<file path="config.mk">
export PLATFORM = sky130hd
export DESIGN_NAME = maxnet_controller
export DESIGN_NICKNAME = d
export VERILOG_FILES = /design/src/rtl/maxnet_pkg.sv /design/src/rtl/maxnet_winner_enc.sv /design/src/rtl/maxnet_controller.sv
export SDC_FILE = /design/constraint.sdc
export NUM_CORES = 1
export LEC_CHECK = 0
export BUFFER_PORTS_ARGS = -buffer_cell sky130_fd_sc_hd__buf_4
export CELL_PAD_IN_SITES_DETAIL_PLACEMENT = 0
export CELL_PAD_IN_SITES_GLOBAL_PLACEMENT = 2
export CORE_ASPECT_RATIO = 1.2
export CORE_UTILIZATION = 29
export DETAILED_ROUTE_END_ITERATION = 10
export PLACE_DENSITY = 0.83
export SYNTH_ARGS = -nofsm -noshare
export SYNTH_HDL_FRONTEND = slang
export SYNTH_HIERARCHICAL = 1
export SYNTH_SLANG_ARGS = --single-unit
</file>
<file path="constraint.sdc">
create_clock -name clk -period 1.48 [get_ports clk]
set_input_delay 0.222 -clock clk [delete_from_list [all_inputs] [get_ports clk]]
set_output_delay 0.222 -clock clk [all_outputs]
set_load 0.05 [all_outputs]
</file>
<file path="src/rtl/maxnet_pkg.sv">
`default_nettype none
// ============================================================================
//  Module      : maxnet_pkg
//  Description : Shared types and constants for the Maxnet controller slice.
//                Holds the state encoding, the popcount class and the
//                default sizing of the neuron array and iteration counter.
//  Revision    : 1.0  initial release
// ============================================================================
package maxnet_pkg;

  localparam int N_NEURONS    = 4;
  localparam int IDX_W        = 2;
  localparam int MAX_ITER_DEF = 15;
  localparam int ITER_W_DEF   = 4;

  // Sequencer states
  typedef enum logic [2:0] {
    IDLE   = 3'd0,
    LOAD   = 3'd1,
    CHECK  = 3'd2,
    UPDATE = 3'd3,
    DONE   = 3'd4
  } state_t;

  // How many neurons are still alive
  typedef enum logic [1:0] {
    POP_ZERO = 2'd0,
    POP_ONE  = 2'd1,
    POP_MANY = 2'd2
  } pop_class_t;

endpackage
`default_nettype wire

</file>
<file path="src/rtl/maxnet_winner_enc.sv">
`default_nettype none
// ============================================================================
//  Module      : maxnet_winner_enc
//  Description : Combinational survivor classifier. Reports whether zero,
//                one or several nonzero flags are set, and the lowest set
//                index (used both for the single winner and for tie-break).
//  Revision    : 1.0  initial release
// ============================================================================
module maxnet_winner_enc
  import maxnet_pkg::*;
#(
  parameter int N  = N_NEURONS,
  parameter int IW = IDX_W
) (
  input  logic [N-1:0]  i_nonzero,
  output pop_class_t    o_class,
  output logic [IW-1:0] o_low_idx
);

  localparam logic [N-1:0] c_one = {{(N-1){1'b0}}, 1'b1};

  // Clearing the lowest set bit leaves something only if two or more bits were set
  logic [N-1:0] w_rest;
  assign w_rest = i_nonzero & (i_nonzero - c_one);

  // Classify the live-neuron count as zero / one / many
  always_comb begin
    o_class = POP_MANY;
    if (i_nonzero == '0) begin
      o_class = POP_ZERO;
    end else if (w_rest == '0) begin
      o_class = POP_ONE;
    end
  end

  // Priority encoder: scanning downward lets the lowest set index win
  always_comb begin
    o_low_idx = '0;
    for (int i = N - 1; i >= 0; i--) begin
      if (i_nonzero[i]) begin
        o_low_idx = IW'(i);
      end
    end
  end

endmodule
`default_nettype wire

</file>
<file path="src/rtl/maxnet_controller.sv">
`default_nettype none
// ============================================================================
//  Module      : maxnet_controller
//  Description : Sequencer for the Maxnet datapath. Loads the initial
//                activations, then strobes one update per iteration until a
//                single neuron survives, all die, or the iteration cap hits.
//                Optional macro MAXNET_TIE_BREAK_EN: on timeout report the
//                lowest surviving index as a valid winner.
//  Revision    : 1.0  initial release
// ============================================================================
module maxnet_controller
  import maxnet_pkg::*;
#(
  parameter int N_NEURONS = maxnet_pkg::N_NEURONS,
  parameter int MAX_ITER  = MAX_ITER_DEF,
  parameter int ITER_W    = ITER_W_DEF
) (
  input  logic                 clk,
  input  logic                 rst,
  input  logic                 start,
  input  logic [N_NEURONS-1:0] nonzero,
  output logic                 ld_init,
  output logic                 ld_update,
  output logic                 busy,
  output logic                 done,
  output logic                 winner_valid,
  output logic [IDX_W-1:0]     winner_idx,
  output logic                 timeout,
  output logic [ITER_W-1:0]    iter_count
);

  localparam logic [ITER_W-1:0] c_max_iter = ITER_W'(MAX_ITER);
  localparam logic [ITER_W-1:0] c_iter_one = ITER_W'(1);

  state_t            r_state;
  state_t            w_next;
  pop_class_t        w_class;
  logic [IDX_W-1:0]  w_low_idx;
  logic              w_ld_init;
  logic              w_ld_update;
  logic              w_busy;
  logic              w_done;
  logic              r_winner_valid;
  logic [IDX_W-1:0]  r_winner_idx;
  logic              r_timeout;
  logic [ITER_W-1:0] r_iter;

  maxnet_winner_enc #(
    .N  (N_NEURONS),
    .IW (IDX_W)
  ) u_winner_enc (
    .i_nonzero (nonzero),
    .o_class   (w_class),
    .o_low_idx (w_low_idx)
  );

  // State register; async reset drops every decoded strobe immediately
  always_ff @(posedge clk or posedge rst) begin
    if (rst) begin
      r_state <= IDLE;
    end else begin
      r_state <= w_next;
    end
  end

  // Next-state and strobe decode
  always_comb begin
    w_next      = r_state;
    w_ld_init   = 1'b0;
    w_ld_update = 1'b0;
    w_busy      = 1'b0;
    w_done      = 1'b0;
    case (r_state)
      IDLE: begin
        if (start) begin
          w_next = LOAD;
        end
      end
      LOAD: begin
        w_ld_init = 1'b1;
        w_busy    = 1'b1;
        w_next    = CHECK;
      end
      CHECK: begin
        w_busy = 1'b1;
        // Termination is decided before any further update is issued,
        // so the counter can never step past the cap
        if (w_class != POP_MANY) begin
          w_next = DONE;
        end else if (r_iter == c_max_iter) begin
          w_next = DONE;
        end else begin
          w_next = UPDATE;
        end
      end
      UPDATE: begin
        w_ld_update = 1'b1;
        w_busy      = 1'b1;
        w_next      = CHECK;
      end
      DONE: begin
        w_done = 1'b1;
        w_next = IDLE;
      end
      default: begin
        w_next = IDLE;
      end
    endcase
  end

  // Iteration counter and result registers; results held until the next start
  always_ff @(posedge clk or posedge rst) begin
    if (rst) begin
      r_iter         <= '0;
      r_winner_valid <= 1'b0;
      r_winner_idx   <= '0;
      r_timeout      <= 1'b0;
    end else begin
      if (r_state == IDLE && start) begin
        r_iter         <= '0;
        r_winner_valid <= 1'b0;
        r_winner_idx   <= '0;
        r_timeout      <= 1'b0;
      end
      if (r_state == UPDATE) begin
        r_iter <= r_iter + c_iter_one;
      end
      if (r_state == CHECK && w_next == DONE) begin
        case (w_class)
          POP_ONE: begin
            r_winner_valid <= 1'b1;
            r_winner_idx   <= w_low_idx;
          end
          POP_ZERO: begin
            r_winner_valid <= 1'b0;
            r_winner_idx   <= '0;
          end
          default: begin
            r_timeout <= 1'b1;
`ifdef MAXNET_TIE_BREAK_EN
            r_winner_valid <= 1'b1;
            r_winner_idx   <= w_low_idx;
`else
            r_winner_valid <= 1'b0;
            r_winner_idx   <= '0;
`endif
          end
        endcase
      end
    end
  end

  assign ld_init      = w_ld_init;
  assign ld_update    = w_ld_update;
  assign busy         = w_busy;
  assign done         = w_done;
  assign winner_valid = r_winner_valid;
  assign winner_idx   = r_winner_idx;
  assign timeout      = r_timeout;
  assign iter_count   = r_iter;

endmodule
`default_nettype wire

</file>
==> results.md, run 1 <==
* Post-synth design cell area at 648 um^2
* Sequential area share after synthesis at 42.5%
* GP Congestion at 0.765
* Dpl hpwl at 1140 um
* Count of different cell masters after synthesis at 31
* Synthesized area per cell at 9.97 um^2
* Pwr Density at 1980 nW/um^2
* Max Root-Sink Buffers at 2
* Number of clock buffers inserted by TritonCTS at 3
* Max incr delay on CP at 0.56 ns
* Tot Pwr at 1.91 mW
* Synth warn at 6
* Ys flop type: dfrtp_1
* Initial antenna violation count at 0
* Mapped Cells at 65
* Post-synth EDFFs at 0
* Clock Tree Root: clkbuf_4
* Setup Skew at 0.00691 ns
* CP Data Arrival Time at 1.63 ns
* First-pass GRT wire length at 2530 um
* P&R area growth vs syn at 49.2%
* Later-pin clock latency in the skew report at 0.27 ns
* Setup TNS at 0 ns
* Period utilisation layout at 99.1%
* DRT Pass-1 Iters at 3
* Diode count at 0
* RSZ-0062 raised after global routing: true
* Share of cells above drive strength 1 at 46.9%
* Crit Path Max Fanout at 4
* Number of port buffers at 18
* CP max stage cell: or4b_4
* Total core area at 2070 um^2
* Site row count at 18
* Largest net degree at the start of global routing at 12
* Initial DRC count at 1
* Routed WL at 1540 um
* Required @ worst endpoint at 1.65 ns
* Max cap viols at 0
* Via count at 621
* Buffers & Inverters on Critical Path at 1
* DRC Markers at 0
* Outcome: finished clean
* Final Max Slew Viols at 0
* Vias in the first global route at 606
* # placed instances at 117
* Highest Clock Rate at 0.682 GHz
* Startpoint types: flip-flop
* Nets at 105
* Die H at 53.8 um
* ANT nets after route at 0
* Vias/cell at 4.93
* Min Hold Slack at 0.286 ns
* Htree depth at 1
* Worst slack at placement at 0.0132 ns
* Slew HR at 71.2%
* Final setup viols at 0
* Hold crit path type: in2reg
* Slew of the pin with the lowest slew margin at 0.432 ns
* Final Hold Vio Count at 0
* CP Capture Type: flip-flop
* Cell family with most CP delay: simple AND/OR/NAND/NOR gates
* Starting Density at 31.3%
* Die X-Extent at 45.2 um
* Number of clock sinks at 11
* IO Pins at 19
* VDD IR max at 772 uV
* CTS tree: done
* Reg clk slew, reported paths at 0.08 ns
* Mapped Nets at 73
* Crit Path Class: reg2reg
* Layout Cells excl Fill at 126
* Avg WL per Cell at 12.2 um
* Flip-flop and latch count after synthesis at 11
* Min Clock Period, post-route at 1.47 ns
* CP cell instances: buf_4, or4b_4, a22o_1
* Fillcell total at 225
* Tot GR Track Use at 14.9%
* Setup slack after layout at 0.0141 ns
* Ys async rst share at 100%
* P_leak at 0.447 nW
* Aggregate global routing overflow at 0
* Die area at 2430 um^2
-- per-stage QoR --
stage	cell area [um^2]	utilization, %
after floorplan	658	-
after global placement	863	41.7
after global routing	967	46.7
final	967	46.7
after CTS	940	45.4
after detailed placement	863	41.7
-- cells by family (layout without fill, tap and decap cells) --
family	after synthesis	in the layout	share of synthesized area, %
xor+xnor	2	2	2.70
fa+ha+maj	1	1	1.93
buf+inv	4	35	2.51
mux	2	2	3.28
simple gates	31	31	30.9
flops	11	11	42.5
compound gates	14	14	16.2
-- synth_stat cells (2+ instances only) --
library cell / number / area share [%]
nand2_1: 6 / 3.5
nor2_1: 5 / 2.9
nor4b_1: 2 / 2.7
nand3_1: 6 / 4.6
nand4b_1: 2 / 2.7
a21oi_1: 2 / 1.5
a22o_1: 3 / 4.1
inv_1: 2 / 1.2
o21ai_1: 2 / 1.5
a31oi_1: 3 / 2.9
nand3b_1: 2 / 2.3
dfrtp_1: 11 / 42
-- layout make-up --
cell class              count  area (um^2)  area share (%)
flip-flops and latches     11          280            29.0
well taps                  30         37.5            3.88
inverters                   3         11.3            1.16
multi-input cells          50          375            38.8
repair buffers             28          235            24.3
clock buffers               3         22.5            2.33
clock inverters             1         5.00           0.517
-- tightest hold or removal path, cell delays in order --
cell      delay (ns)
buf_4           0.11
a21oi_1         0.04
nand4b_1        0.07
a31oi_1         0.08
-- metal layers --
metal	vias up	global-route usage, %	part of all wire (%)
li1	302	-	-
met1	301	15.6	42
met2	14	26.1	52
met3	4	2.01	2.8
met4	0	12.1	3.3
met5	-	0	0
-- worst paths after layout --
| path | start | endpoint | slack, ns | cells past startpoint |
|---|---|---|---|---|
| max in group asynchronous | rst | r_state[1]$_DFF_PP0_ | 0.65 | 3 |
| worst max register to register | r_state[1]$_DFF_PP0_ | timeout$_DFF_PP0_ | 0.01 | 3 |
| worst max-delay path | r_state[1]$_DFF_PP0_ | timeout$_DFF_PP0_ | 0.01 | 3 |
| worst min-delay path | nonzero[0] | winner_idx[0]$_DFFE_PP0P_ | 0.29 | 4 |
| worst min register to register | iter_count[0]$_DFFE_PP0P_ | iter_count[0]$_DFFE_PP0P_ | 0.51 | 1 |
| min in group asynchronous | rst | iter_count[3]$_DFFE_PP0P_ | 0.50 | 3 |
-- sequential cells by signal (all words and copies together) (netlist names) --
register      flops
r_state           3
winner_idx        2
iter_count        4
timeout           1
winner_valid      1
-- power breakdown --
group	switching [mW]	internal, mW	total, mW
sequential	0.110	0.410	0.520
combinational	0.709	0.478	1.19
clock	0.105	0.100	0.205
-- cell usage in the layout (no fill, tap or decap), types with 2 or more instances in the layout --
cell type  synthesis  final
buf_4              0     23
dfrtp_1           11      7
nand3_1            6      6
nand2_1            6      6
nor2_1             5      4
dfrtp_2            0      4
a22o_1             3      3
a31oi_1            3      3
clkbuf_4           0      3
nand3b_1           2      2
o21ai_1            2      2
inv_1              2      2
nand4b_1           2      2
buf_6              0      2
buf_8              0      2
nor4b_1            2      2
a21oi_1            2      2
-- what timing repair did --
item / 4_1_cts / 5_1_grt
resized for setup: 3 / 8
gates cloned: 0 / 0
hold buffers: 1 / 0
hold endpoints to repair: 11 / 0
setup endpoints to repair: 3 / 4
pin swaps: 0 / 1
setup buffers: 4 / 0
No activity file was read; power rests on OpenSTA's default activity.
==> run 2, diff against run 1 <==
--- a/config.mk
+++ b/config.mk
@@ -6,12 +6,10 @@
 export NUM_CORES = 1
 export LEC_CHECK = 0
 export BUFFER_PORTS_ARGS = -buffer_cell sky130_fd_sc_hd__buf_4
-export CELL_PAD_IN_SITES_DETAIL_PLACEMENT = 0
-export CELL_PAD_IN_SITES_GLOBAL_PLACEMENT = 2
-export CORE_ASPECT_RATIO = 1.2
-export CORE_UTILIZATION = 29
+export CORE_UTILIZATION = 48
 export DETAILED_ROUTE_END_ITERATION = 10
 export PLACE_DENSITY = 0.83
+export SETUP_SLACK_MARGIN = 0.4
 export SYNTH_ARGS = -nofsm -noshare
 export SYNTH_HDL_FRONTEND = slang
 export SYNTH_HIERARCHICAL = 1
==> results.md, run 2 <==
* Outcome: did not finish
* Failing step: global routing (5_1_grt)
* Err: [ERROR DPL-0038] Utilization greater than 100%, impossible to legalize
* Largest net degree at the start of global routing at 12
* Number of clock sinks at 11
* Post-synthesis adder-cell area fraction at 1.93%
* Post-synth design cell area at 648 um^2
* Clock Tree Root: clkbuf_4
* Area leader, netlist: dfrtp_1
* Top cells by count, synth: dfrtp_1, nand2_1, nand3_1, nor2_1
* Synth warn at 6
* Area fraction in compound gates after synthesis at 16.2%
* Site row count at 12
* Worst setup endpoint GRT: ld_init
* Post-synthesis simple-gate area fraction at 30.9%
* Multiplexer area fraction after synthesis at 3.28%
* Dpl hpwl at 1080 um
* Mapped Cells at 65
* Flip-flop and latch count after synthesis at 11
* XOR/XNOR share of the synthesized area at 2.70%
* GP Congestion at 0.716
* IO Pins at 19
* Largest family of logic cells by synthesized area: simple AND/OR/NAND/NOR gates
* Die X-Extent at 38.7 um
* Ranking of synthesized cells by area: dfrtp_1, nand3_1, a22o_1
* Ys async rst share at 100%
* Starting Density at 54.6%
* Number of port buffers at 18
* Die H at 38.7 um
* Worst EP kind: primary output
* Synth top area share at 42.5%
* Ys flop type: dfrtp_1
* Most common cell in the netlist: dfrtp_1
* Mapped Nets at 73
* Max Root-Sink Buffers at 2
* Sequential area share after synthesis at 42.5%
* Post-synth EDFFs at 0
* Htree depth at 1
* Synthesized area per cell at 9.97 um^2
* Count of different cell masters after synthesis at 31
* Number of clock buffers inserted by TritonCTS at 3
## run 2: cell counts after synthesis
Identical to the previous run, type by type.
## run 2: kinds of logic after synthesis
family,Yosys count
xor+xnor,2
simple gates,31
compound gates,14
buf+inv,4
fa+ha+maj,1
flops,11
mux,2
## run 2: repair_timing
action	4_1_cts
endpoints found under the hold margin	11
buffers inserted	11
cloned	0
pin swaps	9
hold buffers	1
gates resized for setup	23
endpoints found under the setup margin	22
## run 2: metrics by stage
step | setup slack, ns | hold WS (ns) | instance area, um^2 | util (%) | std cells
global placement | 0.0962 | 0.237 | 890 | 75.0 | 100
floorplan | 0.134 | 0.0740 | 721 | - | 65
CTS | 0.0576 | 0.270 | 1110 | 93.7 | 116
detailed placement | 0.0618 | 0.244 | 890 | 75.0 | 100
==> run 3, diff against run 2 <==
--- a/config.mk
+++ b/config.mk
@@ -6,10 +6,10 @@
 export NUM_CORES = 1
 export LEC_CHECK = 0
 export BUFFER_PORTS_ARGS = -buffer_cell sky130_fd_sc_hd__buf_4
-export CORE_UTILIZATION = 48
+export CORE_AREA = 2 2 63 65
 export DETAILED_ROUTE_END_ITERATION = 10
-export PLACE_DENSITY = 0.83
-export SETUP_SLACK_MARGIN = 0.4
+export DIE_AREA = 0 0 65 67
+export PLACE_DENSITY_LB_ADDON = 0.15
 export SYNTH_ARGS = -nofsm -noshare
 export SYNTH_HDL_FRONTEND = slang
 export SYNTH_HIERARCHICAL = 1
==> results.md, run 3 (synthesis gave the netlist of run 1 again) <==
* Routed WL at 1550 um
* Vias in the first global route at 564
* DRT Pass-1 Iters at 3
* Commonest non-fill, non-tap cell in the layout: buf_4
* # placed instances at 135
* Setup Skew at 0.00386 ns
* Later-pin clock latency in the skew report at 0.24 ns
* Area of placed instances at 886 um^2
* Avg WL per Cell at 10.8 um
* Min Clock Period, post-route at 1.43 ns
* Vias/cell at 4.12
* Setup slack after layout at 0.0459 ns
* Violations in the final reports: hold timing
* Diode count at 0
* Htree depth at 1
* Outcome: finished, violations left
* Die area at 4360 um^2
* R2r endpoint: timeout$_DFF_PP0_
* Number of clock buffers inserted by TritonCTS at 3
* Die X-Extent at 65 um
* Required @ worst endpoint at 1.26 ns
* Worst setup path endpoint: done
* Via count at 593
* Initial DRC count at 12
* Crit Path Class: reg2out
* CTS tree: done
* Initial antenna violation count at 0
* Aggregate global routing overflow at 0
* Slew of the pin with the lowest slew margin at 0.466 ns
* Starting Density at 18.0%
* Tot GR Track Use at 8.06%
* IO Pins at 19
* Post-CTS Hold Fix Bufs at 0
* Clock Tree Root: clkbuf_8
* Highest Clock Rate at 0.697 GHz
* RSZ-0062 raised after global routing: true
* Number of clock sinks at 11
* Largest net degree at the start of global routing at 12
* Startpoint types: flip-flop
* CP Data Arrival Time at 1.21 ns
* Slew HR at 68.9%
* Min Hold Slack at -0.00232 ns
* Slack of the worst reg-to-reg path at 0.09 ns
* Critical Path Start: r_state[1]$_DFF_PP0_
* Worst reg2reg path depth at 2
* Most frequent cells in the layout: buf_4, dfrtp_1, nand3_1, nand2_1
* CP Capture Type: output pin
* Max FFs per register at 4
* ANT nets after route at 0
* Layout Cells excl Fill at 144
* Final Max Slew Viols at 0
* Total core area at 3610 um^2
* Max Root-Sink Buffers at 2
* Period utilisation layout at 96.9%
* DRC Markers at 0
* Worst r2r src: r_state[0]$_DFF_PP0_
* Final Hold Vio Count at 6
* P_leak at 0.452 nW
* Max cap viols at 0
* Site row count at 22
* Fillcell total at 400
* Reg clk slew, reported paths at 0.05 ns
* Number of port buffers at 18
* VDD IR max at 450 uV
* Die H at 67 um
* Dpl hpwl at 1160 um
* Worst slack at placement at 0.0171 ns
* P&R area growth vs syn at 54.4%
* Final setup viols at 0
* Pwr Density at 2000 nW/um^2
* Nets at 105
* First-pass GRT wire length at 2590 um
* Final Cell Area at 1000 um^2
* Hold crit path type: in2async
* Crit Path Max Fanout at 4
* Share of cells above drive strength 1 at 46.9%
* GP Congestion at 0.741
==> run 3: how the worst min path moves through the flow <==
stage | startpoint | endpoint | cells past startpoint
global route | rst | r_state[1]$_DFF_PP0_ | 2
CTS | rst | winner_valid$_DFFE_PP0P_ | 2
floorplan | rst | iter_count[2]$_DFFE_PP0P_ | 1
finish | rst | r_state[1]$_DFF_PP0_ | 2
detailed placement | rst | winner_valid$_DFFE_PP0P_ | 2
global placement | rst | iter_count[2]$_DFFE_PP0P_ | 2
==> run 3: metal layers <==
| metal | wire (um) | part of all wire [%] | track usage [%] |
|---|---|---|---|
| met5 | 0 | 0 | 0 |
| met2 | 700 | 45 | 11.7 |
| met1 | 743 | 48 | 10.4 |
| met3 | 52 | 3.4 | 2.03 |
| met4 | 53 | 3.4 | 5.59 |
==> run 3: metrics by stage <==
stage | util (%) | total power [mW] | setup TNS [ns]
final | 27.8 | 2.00 | 0
after global placement | 24.6 | 1.57 | 0
after detailed placement | 24.6 | 1.57 | 0
after global routing | 27.8 | 2.13 | -0.0240
after CTS | 26.5 | 1.92 | 0
after floorplan | - | 1.23 | 0
==> run 3: final cells by class <==
cell class / count / area (um^2) / area share, %
multi-input cells: 50 / 375 / 37.5
flip-flops and latches: 11 / 280 / 28.0
repair buffers: 28 / 229 / 22.9
well taps: 48 / 60.1 / 6.00
clock buffers: 4 / 45.0 / 4.50
inverters: 3 / 11.3 / 1.13
==> run 3: critical path, stage by stage (launching register included) <==
cell     delay [ns]
dfrtp_1        0.40
buf_4          0.16
nor2_2         0.12
and2_4         0.15
buf_8          0.13
==> run 3: power breakdown <==
part | leakage, nW | switching [mW] | total [mW] | internal (mW)
Clock | 0.0228 | 0.110 | 0.298 | 0.189
Combinational | 0.289 | 0.690 | 1.17 | 0.482
Sequential | 0.140 | 0.119 | 0.529 | 0.410
==> run 3: repair_timing <==
item	4_1_cts	5_1_grt
gates resized for setup	1	9
buffers inserted	3	2
pin swaps	0	1
setup endpoints to repair	2	4
==> run 4, diff against run 3 <==
==> constraint.sdc (replaced) <==
create_clock -name clk -period 1.2 [get_ports clk]
set_input_delay 0.18 -clock clk [delete_from_list [all_inputs] [get_ports clk]]
set_output_delay 0.18 -clock clk [all_outputs]
set_load 0.05 [all_outputs]
==> results.md, run 4 (synthesis gave the netlist of run 1 again) <==
* Later-pin clock latency in the skew report at 0.23 ns
* Clock Tree Root: clkbuf_8
* Starting Density at 18.0%
* Initial DRC count at 12
* Int Power at 1.71 mW
* Number of clock buffers inserted by TritonCTS at 3
* Gate power share at 66.0%
* Die H at 67 um
* Setup Skew at 0.00553 ns
* Vias/cell at 4.19
* Aggregate global routing overflow at 0
* Share of cells above drive strength 1 at 63.7%
* Max cap viols at 0
* Sw frac at 43.1%
* P_leak at 0.562 nW
* Pwr Density at 2420 nW/um^2
* Dpl hpwl at 1320 um
* Max FFs per register at 4
* Diode count at 0
* Die X-Extent at 65 um
* Clock power frac at 12.1%
* P&R area growth vs syn at 91.1%
* Outcome: finished, violations left
* Setup slack after layout at -0.172 ns
* Final Hold Vio Count at 0
* Largest net degree at the start of global routing at 12
* CP Capture Type: flip-flop
* Final Max Slew Viols at 0
* Initial antenna violation count at 0
* Die area at 4360 um^2
* Final Cell Area at 1240 um^2
* Final setup viols at 14
* Number of port buffers at 18
* GP Congestion at 0.694
* Tot GR Track Use at 8.91%
* IO Pins at 19
* Max Root-Sink Buffers at 2
* Commonest non-fill, non-tap cell in the layout: buf_4
* Net Switching at 1.30 mW
* Crit Path Max Fanout at 6
* Total core area at 3610 um^2
* Avg WL per Cell at 10.9 um
* Crit Path Class: reg2reg
* Most frequent cells in the layout: buf_4, buf_6, dfrtp_2
* Hold crit path type: in2reg
* Reg clk slew, reported paths at 0.05 ns
* Highest Clock Rate at 0.729 GHz
* Part of the power in registers at 21.9%
* VDD IR max at 615 uV
* Htree depth at 1
* Slack of the worst reg-to-reg path at -0.17 ns
* Met2 WL post-DR at 877 um
* Number of clock sinks at 11
* Violations in the final reports: setup timing
* ANT nets after route at 0
* CP Data Arrival Time at 1.49 ns
* Top sig layer: met4
* Area of placed instances at 1040 um^2
* First-pass GRT wire length at 3000 um
* Min Clock Period, post-route at 1.37 ns
* Via count at 674
* Period utilisation layout at 114%
* Slew of the pin with the lowest slew margin at 0.432 ns
* Startpoint types: flip-flop
* DRC Markers at 0
* Nets at 122
* Met3 wire length at 74 um
* DRT Pass-1 Iters at 4
* Routed WL at 1750 um
* CTS tree: done
* DRT met1 WL at 769 um
* RSZ-0062 raised after global routing: true
* Vias in the first global route at 683
* Site row count at 22
* Slew HR at 71.1%
* Min Hold Slack at 0.373 ns
* Required @ worst endpoint at 1.32 ns
* Fillcell total at 385
run 4: changes by cell type in the layout (fill, tap and decap cells not counted), sizes merged:
cell / before / now
dlygate4sd3: 0 / 1
buf: 28 / 44
run 4: cell type report:
| class | instances | area, um^2 | share of cell area (%) |
|---|---|---|---|
| clock buffers | 4 | 45.0 | 3.64 |
| inverters | 3 | 13.8 | 1.11 |
| multi-input cells | 50 | 443 | 35.8 |
| flip-flops and latches | 11 | 284 | 22.9 |
| well taps | 48 | 60.1 | 4.85 |
| repair buffers | 45 | 393 | 31.7 |
run 4: critical path, stage by stage (launching register included):
cell	delay, ns
dfrtp_2	0.45
or4b_4	0.59
a22o_1	0.23
run 4: path summary, 6_finish.rpt:
| kind | from | endpoint | cells past startpoint |
|---|---|---|---|
| max | r_state[2]$_DFF_PP0_ | timeout$_DFF_PP0_ | 2 |
| min | start | r_state[0]$_DFF_PP0_ | 3 |
| max reg2reg | r_state[2]$_DFF_PP0_ | timeout$_DFF_PP0_ | 2 |
| min reg2reg | timeout$_DFF_PP0_ | timeout$_DFF_PP0_ | 1 |
| max in group asynchronous | rst | r_state[0]$_DFF_PP0_ | 3 |
| min in group asynchronous | rst | winner_idx[1]$_DFFE_PP0P_ | 3 |
run 4: repair_timing:
item / in CTS / in global routing
gates resized for setup: 18 / 6
pin swaps: 10 / 5
setup buffers: 7 / 0
endpoints found under the hold margin: 11 / 0
hold buffers: 1 / 0
setup endpoints to repair: 12 / 14
run 4: per-layer routing:
metal  vias to the layer above  global-route usage [%]
li1                        335                       -
met1                       324                    10.6
met2                        13                    15.2
met3                         2                    2.03
met4                         0                    3.99
met5                         -                       0
run 4: power groups by stage:
stage,registers (mW),logic [mW],clock network (mW)
floorplan,0.947,0.657,0
global placement,0.657,1.56,0
detailed placement,0.654,1.58,0
CTS,0.654,1.90,0.378
global route,0.683,2.10,0.390
finish,0.658,1.98,0.365
run 4: stage by stage:
step | cells | TNS (ns) | worst slack (ns) | util (%) | total power, mW
floorplan | 65 | -0.720 | -0.124 | - | 1.60
global placement | 150 | -0.638 | -0.139 | 28.9 | 2.21
detailed placement | 150 | -0.730 | -0.164 | 28.9 | 2.23
CTS | 161 | -1.48 | -0.161 | 33.6 | 2.93
global route | 161 | -2.17 | -0.201 | 34.4 | 3.17
finish | 161 | -1.48 | -0.172 | 34.4 | 3.00
